<file path="src/rtl/muldiv_pkg.sv">
`default_nettype none
// ============================================================================
// Module      : muldiv_pkg
// Description : Shared constants, funct3 encodings, FSM state type and the
//               operand-signedness helper for the RV32M multiply/divide unit.
// Revision    : 1.0 - initial release
// ============================================================================
package muldiv_pkg;

    localparam int unsigned XLEN   = 32;
    localparam int unsigned ITER   = 32;
    localparam int unsigned CNT_W  = $clog2(ITER);

    localparam logic [2:0] MD_MUL    = 3'd0;
    localparam logic [2:0] MD_MULH   = 3'd1;
    localparam logic [2:0] MD_MULHSU = 3'd2;
    localparam logic [2:0] MD_MULHU  = 3'd3;
    localparam logic [2:0] MD_DIV    = 3'd4;
    localparam logic [2:0] MD_DIVU   = 3'd5;
    localparam logic [2:0] MD_REM    = 3'd6;
    localparam logic [2:0] MD_REMU   = 3'd7;

    typedef enum logic [1:0] {
        S_IDLE = 2'd0,
        S_CALC = 2'd1,
        S_FIN  = 2'd2
    } state_t;

    // Returns {op1_is_signed, op2_is_signed} for a given funct3.
    function automatic logic [1:0] operand_signed(input logic [2:0] f);
        logic [1:0] s;
        s = 2'b00;
        case (f)
            MD_MUL:    s = 2'b00;
            MD_MULH:   s = 2'b11;
            MD_MULHSU: s = 2'b10;
            MD_MULHU:  s = 2'b00;
            MD_DIV:    s = 2'b11;
            MD_DIVU:   s = 2'b00;
            MD_REM:    s = 2'b11;
            MD_REMU:   s = 2'b00;
            default:   s = 2'b00;
        endcase
        return s;
    endfunction

endpackage : muldiv_pkg
`default_nettype wire

</file>
<file path="src/rtl/muldiv_sign_fix.sv">
`default_nettype none
// ============================================================================
// Module      : muldiv_sign_fix
// Description : Combinational conditional two's-complement negate. Used for
//               operand magnitude at start and result sign correction.
// Revision    : 1.0 - initial release
// ============================================================================
module muldiv_sign_fix #(
    parameter int unsigned WIDTH = 32
) (
    input  logic [WIDTH-1:0] in_val,
    input  logic             neg,
    output logic [WIDTH-1:0] out_val
);

    // Negate when requested, pass through otherwise.
    always_comb begin
        out_val = neg ? (~in_val + {{(WIDTH-1){1'b0}}, 1'b1}) : in_val;
    end

endmodule : muldiv_sign_fix
`default_nettype wire

</file>
<file path="src/rtl/muldiv_unit.sv">
`default_nettype none
// ============================================================================
// Module      : muldiv_unit
// Description : Iterative RV32M multiply/divide unit. Shift-add multiply and
//               restoring divide, one bit per cycle, 33-cycle latency.
//               Optional macro MULDIV_EARLY_OUT_EN: divide-by-zero, signed
//               overflow and zero-operand multiply finish in one cycle.
// Revision    : 1.0 - initial release
// ============================================================================
module muldiv_unit
    import muldiv_pkg::*;
(
    input  logic            clk,
    input  logic            rst_n,
    input  logic            start,
    input  logic [2:0]      funct3,
    input  logic [XLEN-1:0] op1,
    input  logic [XLEN-1:0] op2,
    input  logic            kill,
    output logic            busy,
    output logic            done,
    output logic [XLEN-1:0] result
);

    state_t              state_q, state_d;
    logic [CNT_W-1:0]    cnt_q, cnt_d;
    logic [2:0]          fn_q, fn_d;
    logic [XLEN-1:0]     m_q, m_d;        // multiplicand (mul) or divisor (div)
    logic [2*XLEN-1:0]   acc_q, acc_d;    // {hi, lo}: product, or {remainder, dividend/quotient}
    logic                neg_q, neg_d;    // final result must be negated
    logic                done_q, done_d;
    logic [XLEN-1:0]     result_q, result_d;

    logic [1:0]          w_sgn_en;
    logic                w_s1, w_s2, w_op2_zero, w_neg_start;
    logic [XLEN-1:0]     w_op1_abs, w_op2_abs;
    logic [XLEN:0]       w_mul_sum;
    logic [XLEN:0]       w_div_sh;
    logic [XLEN-1:0]     w_div_sub;
    logic                w_div_ge;
    logic [2*XLEN-1:0]   w_step, w_fin_val, w_fin_fix;

    // Operand sign / magnitude decode for the incoming request.
    always_comb begin
        w_sgn_en   = operand_signed(funct3);
        w_s1       = op1[XLEN-1] & w_sgn_en[1];
        w_s2       = op2[XLEN-1] & w_sgn_en[0];
        w_op2_zero = (op2 == '0);
        if (funct3 == MD_DIV)
            w_neg_start = (w_s1 ^ w_s2) & ~w_op2_zero;   // x/0 quotient stays all-ones
        else if (funct3 == MD_REM)
            w_neg_start = w_s1;                          // remainder follows dividend
        else
            w_neg_start = w_s1 ^ w_s2;
    end

    muldiv_sign_fix #(.WIDTH(XLEN)) u_abs_op1 (
        .in_val (op1),
        .neg    (w_s1),
        .out_val(w_op1_abs)
    );

    muldiv_sign_fix #(.WIDTH(XLEN)) u_abs_op2 (
        .in_val (op2),
        .neg    (w_s2),
        .out_val(w_op2_abs)
    );

    // One iteration of either shift-add multiply or restoring divide.
    always_comb begin
        w_mul_sum = {1'b0, acc_q[2*XLEN-1:XLEN]} + {1'b0, (acc_q[0] ? m_q : {XLEN{1'b0}})};
        w_div_sh  = {acc_q[2*XLEN-1:XLEN], acc_q[XLEN-1]};
        w_div_ge  = (w_div_sh >= {1'b0, m_q});
        w_div_sub = w_div_sh[XLEN-1:0] - m_q;
        if (fn_q[2])
            w_step = {(w_div_ge ? w_div_sub : w_div_sh[XLEN-1:0]),
                      acc_q[XLEN-2:0], w_div_ge};
        else
            w_step = {w_mul_sum, acc_q[XLEN-1:1]};
    end

    // Pick the value to sign-correct: full product, quotient or remainder.
    always_comb begin
        if (!fn_q[2])
            w_fin_val = acc_q;
        else if (fn_q[1])
            w_fin_val = {{XLEN{1'b0}}, acc_q[2*XLEN-1:XLEN]};
        else
            w_fin_val = {{XLEN{1'b0}}, acc_q[XLEN-1:0]};
    end

    muldiv_sign_fix #(.WIDTH(2*XLEN)) u_fix_res (
        .in_val (w_fin_val),
        .neg    (neg_q),
        .out_val(w_fin_fix)
    );

`ifdef MULDIV_EARLY_OUT_EN
    logic              w_early;
    logic [2*XLEN-1:0] w_early_acc;

    // Detect requests whose answer is known without iterating.
    always_comb begin
        w_early     = 1'b0;
        w_early_acc = '0;
        if (funct3[2]) begin
            if (w_op2_zero) begin
                w_early     = 1'b1;
                w_early_acc = {w_op1_abs, {XLEN{1'b1}}};
            end else if (w_sgn_en[1] && (op1 == {1'b1, {(XLEN-1){1'b0}}})
                         && (op2 == {XLEN{1'b1}})) begin
                w_early     = 1'b1;
                w_early_acc = {{XLEN{1'b0}}, 1'b1, {(XLEN-1){1'b0}}};
            end
        end else if ((op1 == '0) || w_op2_zero) begin
            w_early     = 1'b1;
            w_early_acc = '0;
        end
    end
`endif

    // Next-state and datapath update.
    always_comb begin
        state_d  = state_q;
        cnt_d    = cnt_q;
        fn_d     = fn_q;
        m_d      = m_q;
        acc_d    = acc_q;
        neg_d    = neg_q;
        result_d = result_q;
        done_d   = 1'b0;
        if (kill) begin
            state_d = S_IDLE;
        end else begin
            case (state_q)
                S_IDLE: begin
                    if (start) begin
                        fn_d    = funct3;
                        neg_d   = w_neg_start;
                        cnt_d   = CNT_W'(ITER - 1);
                        state_d = S_CALC;
                        if (funct3[2]) begin
                            m_d   = w_op2_abs;
                            acc_d = {{XLEN{1'b0}}, w_op1_abs};
                        end else begin
                            m_d   = w_op1_abs;
                            acc_d = {{XLEN{1'b0}}, w_op2_abs};
                        end
`ifdef MULDIV_EARLY_OUT_EN
                        if (w_early) begin
                            acc_d   = w_early_acc;
                            state_d = S_FIN;
                        end
`endif
                    end
                end
                S_CALC: begin
                    acc_d = w_step;
                    if (cnt_q == '0)
                        state_d = S_FIN;
                    else
                        cnt_d = cnt_q - 1'b1;
                end
                S_FIN: begin
                    result_d = ((fn_q == MD_MUL) || fn_q[2]) ? w_fin_fix[XLEN-1:0]
                                                             : w_fin_fix[2*XLEN-1:XLEN];
                    done_d   = 1'b1;
                    state_d  = S_IDLE;
                end
                default: state_d = S_IDLE;
            endcase
        end
    end

    // State and datapath registers.
    always_ff @(posedge clk or negedge rst_n) begin
        if (!rst_n) begin
            state_q  <= S_IDLE;
            cnt_q    <= '0;
            fn_q     <= '0;
            m_q      <= '0;
            acc_q    <= '0;
            neg_q    <= 1'b0;
            done_q   <= 1'b0;
            result_q <= '0;
        end else begin
            state_q  <= state_d;
            cnt_q    <= cnt_d;
            fn_q     <= fn_d;
            m_q      <= m_d;
            acc_q    <= acc_d;
            neg_q    <= neg_d;
            done_q   <= done_d;
            result_q <= result_d;
        end
    end

    assign busy   = (state_q != S_IDLE);
    assign done   = done_q;
    assign result = result_q;

endmodule : muldiv_unit
`default_nettype wire

</file>
<file path="config.mk">
export PLATFORM = sky130hd
export DESIGN_NAME = muldiv_unit
export DESIGN_NICKNAME = d
export VERILOG_FILES = /design/src/rtl/muldiv_pkg.sv /design/src/rtl/muldiv_sign_fix.sv /design/src/rtl/muldiv_unit.sv
export SDC_FILE = /design/constraint.sdc
export NUM_CORES = 1
export LEC_CHECK = 0
export ABC_AREA = 1
export BUFFER_PORTS_ARGS = -buffer_cell sky130_fd_sc_hd__buf_2
export CAP_MARGIN = 20
export CORE_MARGIN = 3
export CORE_UTILIZATION = 31
export CTS_CLUSTER_DIAMETER = 50
export DETAILED_ROUTE_END_ITERATION = 8
export SYNTH_ARGS = -nofsm -noshare
export SYNTH_HDL_FRONTEND = slang
export SYNTH_SLANG_ARGS = --single-unit
</file>
<file path="constraint.sdc">
create_clock -name clk -period 6.3 [get_ports clk]
set_clock_uncertainty 0.15 [all_clocks]
set_input_delay 0.315 -clock clk [delete_from_list [all_inputs] [get_ports clk]]
set_output_delay 0.315 -clock clk [all_outputs]
set_load 0.005 [all_outputs]
</file>
[Word-level counts from Yosys, hierarchy flattened]
Memories as Yosys holds them, arrays and structs flattened.
Index checks and enable logic that the tools add are counted.
Storage, ports and cells
  bits in read-only memories: 16
  output and inout bits: 34
  bits in registers: 140
  memory bits (writable): 0
  word-level logic and storage cells: 69
  input port bits: 71
  bits in latches: 0
  memories: 1
Cells by class
  equality and inequality tests: 8
  magnitude comparators: 1
  reduce and logical (&&, ||, !) cells: 12
  bitwise operators: 9
  shifts and indexed selects: 0
  multipliers: 0
  div/mod/pow operators: 0
  $add $sub $neg: 6
  mux-type cells: 24
Memory list
  (no name shown): words 8, bits a word 2, read ports 1, clocked after memory_dff 0, wr ports 0, RTL line muldiv_pkg.sv:33  | case (f)
Operator list (number)
  $mux 32: 8
  $mux 64: 4
  $pmux 64 s2: 1
  $add 32x1->32 const B: 2
  $add 64x1->64 const B: 1
  $not 32->32: 2
  $not 64->64: 1
  $add 32x32->33: 1
  $ge 33x32->1: 1
  $logic_not 32->1: 1
  $sub 32x32->32: 1
  $mux 5: 2
  $pmux 5 s2: 1
  $eq 3x3->1 const B: 2
  $mux 2: 3
  $ne 3x3->1 const B: 2
  $reduce_and 3->1: 2
  $logic_not 5->1: 1
  $sub 5x1->5 const B: 1
  $mux 1: 4
  $ne 2x2->1 const B: 2
  $pmux 2 s2: 1
  $reduce_and 2->1: 2
  $reduce_and 4->1: 1
  9 further kinds: 13

[Depth between registers and ports, before layout]
  word-level depth: 6
  depth in mapped cells: 20
  gate-level depth less buffers: 18

[Hierarchy]
Synthesis repeated with hierarchy kept, for this count alone.
Second synthesis, totals
  cells, all modules: 3125
  area total of the unflattened synthesis: 17767.0 um^2
Modules (own cells, without submodules)
  muldiv_unit: area an instance 13083.8 um^2, cells an instance 2173, seq. area each 3503.4 um^2, times used 1
  muldiv_sign_fix at u_fix_res: area an instance 2466.1 um^2, cells an instance 498, seq. area each 0.0 um^2, times used 1
  muldiv_sign_fix at u_abs_op1 ...: area an instance 1108.6 um^2, cells an instance 227, seq. area each 0.0 um^2, times used 2

[Worst setup path before layout]
OpenSTA, ideal clock, no wires.
  path kind: register to register
  start point: reg acc_q[0]
  end point: reg acc_q[51]
  stages on the path, launching flop included: 18
  library setup time: 0.117 ns
  path buffers: 2
  period minus slack after synthesis: 2.708 ns
  arrival: 2.442 ns
  data required time: 6.033 ns
  path slack: 3.592 ns
  cells stage by stage: dfrtp_1 -> clkbuf_1 -> clkbuf_1 -> nand2_1 -> inv_1 -> ha_1 -> inv_1 -> fa_1 -> o21ai_0 -> inv_1 -> o21ai_0 -> nand2_1 -> nand3_1 -> nand3_1 -> nand2_1 -> inv_1 -> nand2_1 -> nand2_1
On the way
  cells in the longest elaborated chain, start to end: 4
RTL lines
  from (decl): RTL line muldiv_unit.sv:29  | logic [2*XLEN-1:0] acc_q, acc_d;
  from (signal assigned): RTL line muldiv_unit.sv:182  | acc_q <= '0;
  from (signal assigned): RTL line muldiv_unit.sv:191  | acc_q <= acc_d;
  $mux 32: RTL line muldiv_unit.sv:71  | w_mul_sum = {1'b0, acc_q[2*XLEN-1:XLEN]} + {1'b0, (acc_q[0] ? m_q : {XLEN{1'b0}})};
  $add 32x32->33: RTL line muldiv_unit.sv:71
  $mux 64: RTL line muldiv_unit.sv:75  | if (fn_q[2])
  $pmux 64 s2: RTL line muldiv_unit.sv:135  | case (state_q)
No other way between the ends.
A chain may end at the register's enable or synchronous reset.

[Final worst setup path]
  start point: reg fn_q[1]
  end point: reg result_q[5], in the netlist result[5]
On the way
  cells in the longest elaborated chain, start to end: 6
  elaborated cells on any way between the ends: 8
  those cells by class: add/sub: 1; mux: 4; bitwise: 1; reduce/logical: 2
RTL lines
  from (decl): RTL line muldiv_unit.sv:27  | logic [2:0] fn_q, fn_d;
  from (signal assigned): RTL line muldiv_unit.sv:189  | fn_q <= fn_d;
  $mux 32: RTL line muldiv_unit.sv:86  | else if (fn_q[1])
  $mux 64: RTL line muldiv_unit.sv:84  | if (!fn_q[2])
  $not 64->64: RTL line muldiv_sign_fix.sv:18  | out_val = neg ? (~in_val + {{(WIDTH-1){1'b0}}, 1'b1}) : in_val;
  $add 64x1->64: RTL line muldiv_sign_fix.sv:18
  $mux 64: RTL line muldiv_sign_fix.sv:18
  $mux 32 *: RTL line muldiv_unit.sv:165  | result_d = ((fn_q == MD_MUL) || fn_q[2]) ? w_fin_fix[XLEN-1:0]
  to (signal assigned): RTL line muldiv_unit.sv:194  | result_q <= result_d;
  to (decl): RTL line muldiv_unit.sv:32  | logic [XLEN-1:0] result_q, result_d;
Mark *: on every way between the ends. The rest lies on a longest branch, timed or not.

==> Implementation_results.wiki <==
{| class="wikitable"
! Metric !! Value
|-
| Result of the run || finished clean
|-
| Cell taking the most area after synthesis || nand2_1
|-
| Fill cell instance count of the final layout || 6164
|-
| Number of synthesized flops with an enable pin || 0
|-
| CTS Root Cell || clkbuf_16
|-
| Launch instance of the worst register-to-register path || fn_q[1]$_DFFE_PN0P_
|-
| Maximum number of pins on one net before global-route repair || 91
|-
| Synthesized instance count || 3022
|-
| Utilization of the core after routing || 34.80%
|-
| Detailed-routing iteration count for the pre-antenna-repair pass || 6
|-
| Buffers on Ports || 104
|-
| Total leakage power || 9.961 nW
|-
| Cell with the most instances after synthesis || nand2_1
|-
| Number of maximum-capacitance constraint violations || 0
|-
| Detailed Route WL || 76.27 mm
|-
| Worst Hold Slack || 0.04091 ns
|-
| Post-layout total power || 8.472 mW
|-
| Classification of the worst setup path || register to register
|-
| Synth Register Bits || 140
|-
| Number of nets in the layout || 3210
|-
| Share of Yosys cell area claimed by the top area cell type || 21.21%
|-
| Global-route usage over all layers || 25.70%
|-
| Prevailing post-synth register cell || dfrtp_1
|-
| Synth-to-layout area growth || 10.21%
|-
| Total non-filler cell area in the finished layout || 0.01888 sq mm
|-
| Total standard cell area after synthesis || 0.01713 sq mm
|-
| HPWL Detailed || 59.95 mm
|-
| Horizontal extent of the die || 241.1 um
|-
| Residual DRC count || 0
|-
| Unrepaired setup endpoints after global routing || false
|-
| Worst setup margin || 2.249 ns
|-
| Hold path start || op2[31]
|-
| Placed cell area || 0.01824 sq mm
|-
| Number of max-slew violations in the final report || 0
|-
| Via density || 5.413
|-
| Layout cells sized above 1 || 7.537%
|-
| Number of antenna violations at the first check in global routing || 2
|-
| Die outline height || 241.1 um
|-
| CTS Sinks || 140
|-
| Floorplan Core Area || 0.05424 sq mm
|-
| Non-filler cells, final || 3775
|-
| Data required time of the worst path || 6.55 ns
|-
| Kind of capture point of the worst setup path || register
|-
| Sum Neg Setup Slack || 0 ns
|-
| CTS tree || built
|-
| Number of library cell types mapped by synthesis || 51
|-
| Post-placement cell count || 3739
|-
| Initial Util || 31.58%
|-
| Wire length of the first global-routing pass || 112.9 mm
|-
| CP max FO || 39
|-
| Warning count from the yosys run || 0
|-
| Achievable clock frequency || 246.8 MHz
|-
| Clock buffer count from CTS || 17
|-
| Transition time at the pin with the least slew margin || 1.150 ns
|-
| Final routed wire length divided by cell count || 20.20 um
|-
| Top post-synthesis cells by area || nand2_1 (21%), dfrtp_1 (20%), nand3_1 (10%)
|-
| Number of DRC markers after the initial detailed-route iteration || 2483
|-
| Top cells by count, synth || nand2_1 (968), inv_1 (376), nand3_1 (350)
|-
| Fin crit period || 4.051 ns
|-
| Worst IR drop on VDD || 226.7 uV
|-
| Start point of the critical path || fn_q[1]$_DFFE_PN0P_
|-
| Tightest slew margin relative to the limit || 23.36%
|-
| Mean instance size in the synthesized netlist || 5.668 sq um
|-
| Hold/Removal Path Class || input port to register
|-
| H-tree levels || 4
|-
| Number of nets still failing antenna checks after routing || 0
|-
| Clock insertion delay at the later pin of the skew report || 0.46 ns
|-
| Num ports || 105
|-
| Number of cell rows || 85
|-
| Register clock-pin slew on the reported worst setup and hold paths || 0.07 ns
|-
| Final count of hold timing violations || 0
|-
| Global route overflow || 0
|-
| Period Utilization, post-route || 64.31%
|-
| Die area || 0.05811 sq mm
|-
| Async set or reset register ratio after synthesis || 100.0%
|-
| Via count of the first global-routing pass || 18.48k
|-
| Placer congestion estimate || 1.035
|-
| Final setup violation count || 0
|-
| Clock tree buffer depth || 2
|-
| Arrival time reported for the critical path endpoint || 4.30 ns
|-
| Post-placement setup slack || 2.412 ns
|-
| Sequential-to-total area share from yosys stat || 20.45%
|-
| Power density over cell area || 448.8 mW/mm^2
|-
| Syn Nets || 3167
|-
| Startpoint kind of the worst setup timing path || register
|-
| Total number of vias || 20.43k
|}
## cell type report
cell class,count,area (sq um),share of cell area (%)
Antenna cell,1,2.502,0.01326
Clock buffer,19,432.9,2.293
Clock inverter,13,167.7,0.8882
Inverter,388,1456,7.715
Multi-Input combinational cell,2388,11700,62.00
Sequential cell,140,3508,18.59
Tap cell,696,870.8,4.613
Timing Repair Buffer,130,734.5,3.891
## per-layer routing
layer / GRT usage [%] / vias up / part of all wire, % / wire (um)
met3: 3.668 / 155 / 8.7 / 6621
met5: 0 / - / 0.017 / 13
met2: 38.77 / 937 / 42 / 32090
met4: 12.17 / 2 / 5.2 / 3936
li1: - / 9926 / - / -
met1: 36.09 / 9413 / 44 / 33610
## power breakdown
group          leakage [nW]  switching [mW]  internal [mW]
clock                 0.288           0.457          0.626
combinational          7.94            3.96           1.68
sequential             1.73           0.605           1.14
total                  9.96            5.02           3.45
## final timing paths
path | slack [ns] | cells past startpoint | end
worst max-delay path | 2.25 | 7 | result[5]$_DFFE_PN0P_
worst min-delay path | 0.04 | 3 | m_q[31]$_DFFE_PN0P_
worst max register to register | 2.25 | 7 | result[5]$_DFFE_PN0P_
worst min register to register | 0.32 | 2 | result[19]$_DFFE_PN0P_
max in group asynchronous | 4.35 | 3 | neg_q$_DFFE_PN0P_
min in group asynchronous | 0.31 | 2 | result[26]$_DFFE_PN0P_
## sequential cells by signal, indices dropped and copies added, names as in the netlist
name     count
done         1
fn_q         3
acc_q       64
m_q         32
state_q      2
result      32
neg_q        1
cnt_q        5
## critical path: stages, from the launching register on
cell	delay, ns
dfrtp_1	1.11
inv_1	0.22
a21oi_4	0.17
buf_4	0.43
clkinv_1	0.93
a31oi_1	0.67
o21ai_0	0.18
nand2_1	0.09
## cell usage in the layout, fill, tap and decap left out, types with 16 or more instances in the layout
| cell type | netlist | routed |
|---|---|---|
| o21ai_1 | 18 | 17 |
| o211ai_1 | 32 | 32 |
| xor2_1 | 43 | 43 |
| ha_1 | 72 | 72 |
| nand2_1 | 968 | 968 |
| o21ai_0 | 197 | 197 |
| nand3_1 | 350 | 350 |
| nor3_1 | 25 | 24 |
| nand4_1 | 62 | 62 |
| nand3b_1 | 19 | 19 |
| nand2_2 | 16 | 16 |
| buf_2 | 26 | 103 |
| a21oi_1 | 156 | 155 |
| clkbuf_16 | 0 | 17 |
| inv_1 | 376 | 376 |
| buf_4 | 3 | 23 |
| nor2_1 | 294 | 293 |
| dfrtp_1 | 140 | 138 |
## repair_timing
| action | CTS | global route |
|---|---|---|
| setup buffers | 0 | 0 |
| hold buffers | 2 | 0 |
| hold endpoints to repair | 86 | 0 |
| gates resized for setup | 0 | 0 |
## kinds of logic (layout without fill, tap and decap cells)
group,count (synthesis),in the layout,synth area share (%)
buf+inv,494,550,11.39
simple gates,1783,1783,44.35
compound gates,479,479,15.65
flops,140,140,20.45
other cells,0,1,0
xor+xnor,52,52,2.659
fa+ha+maj,74,74,5.493
(Power assumes the default switching activity.)
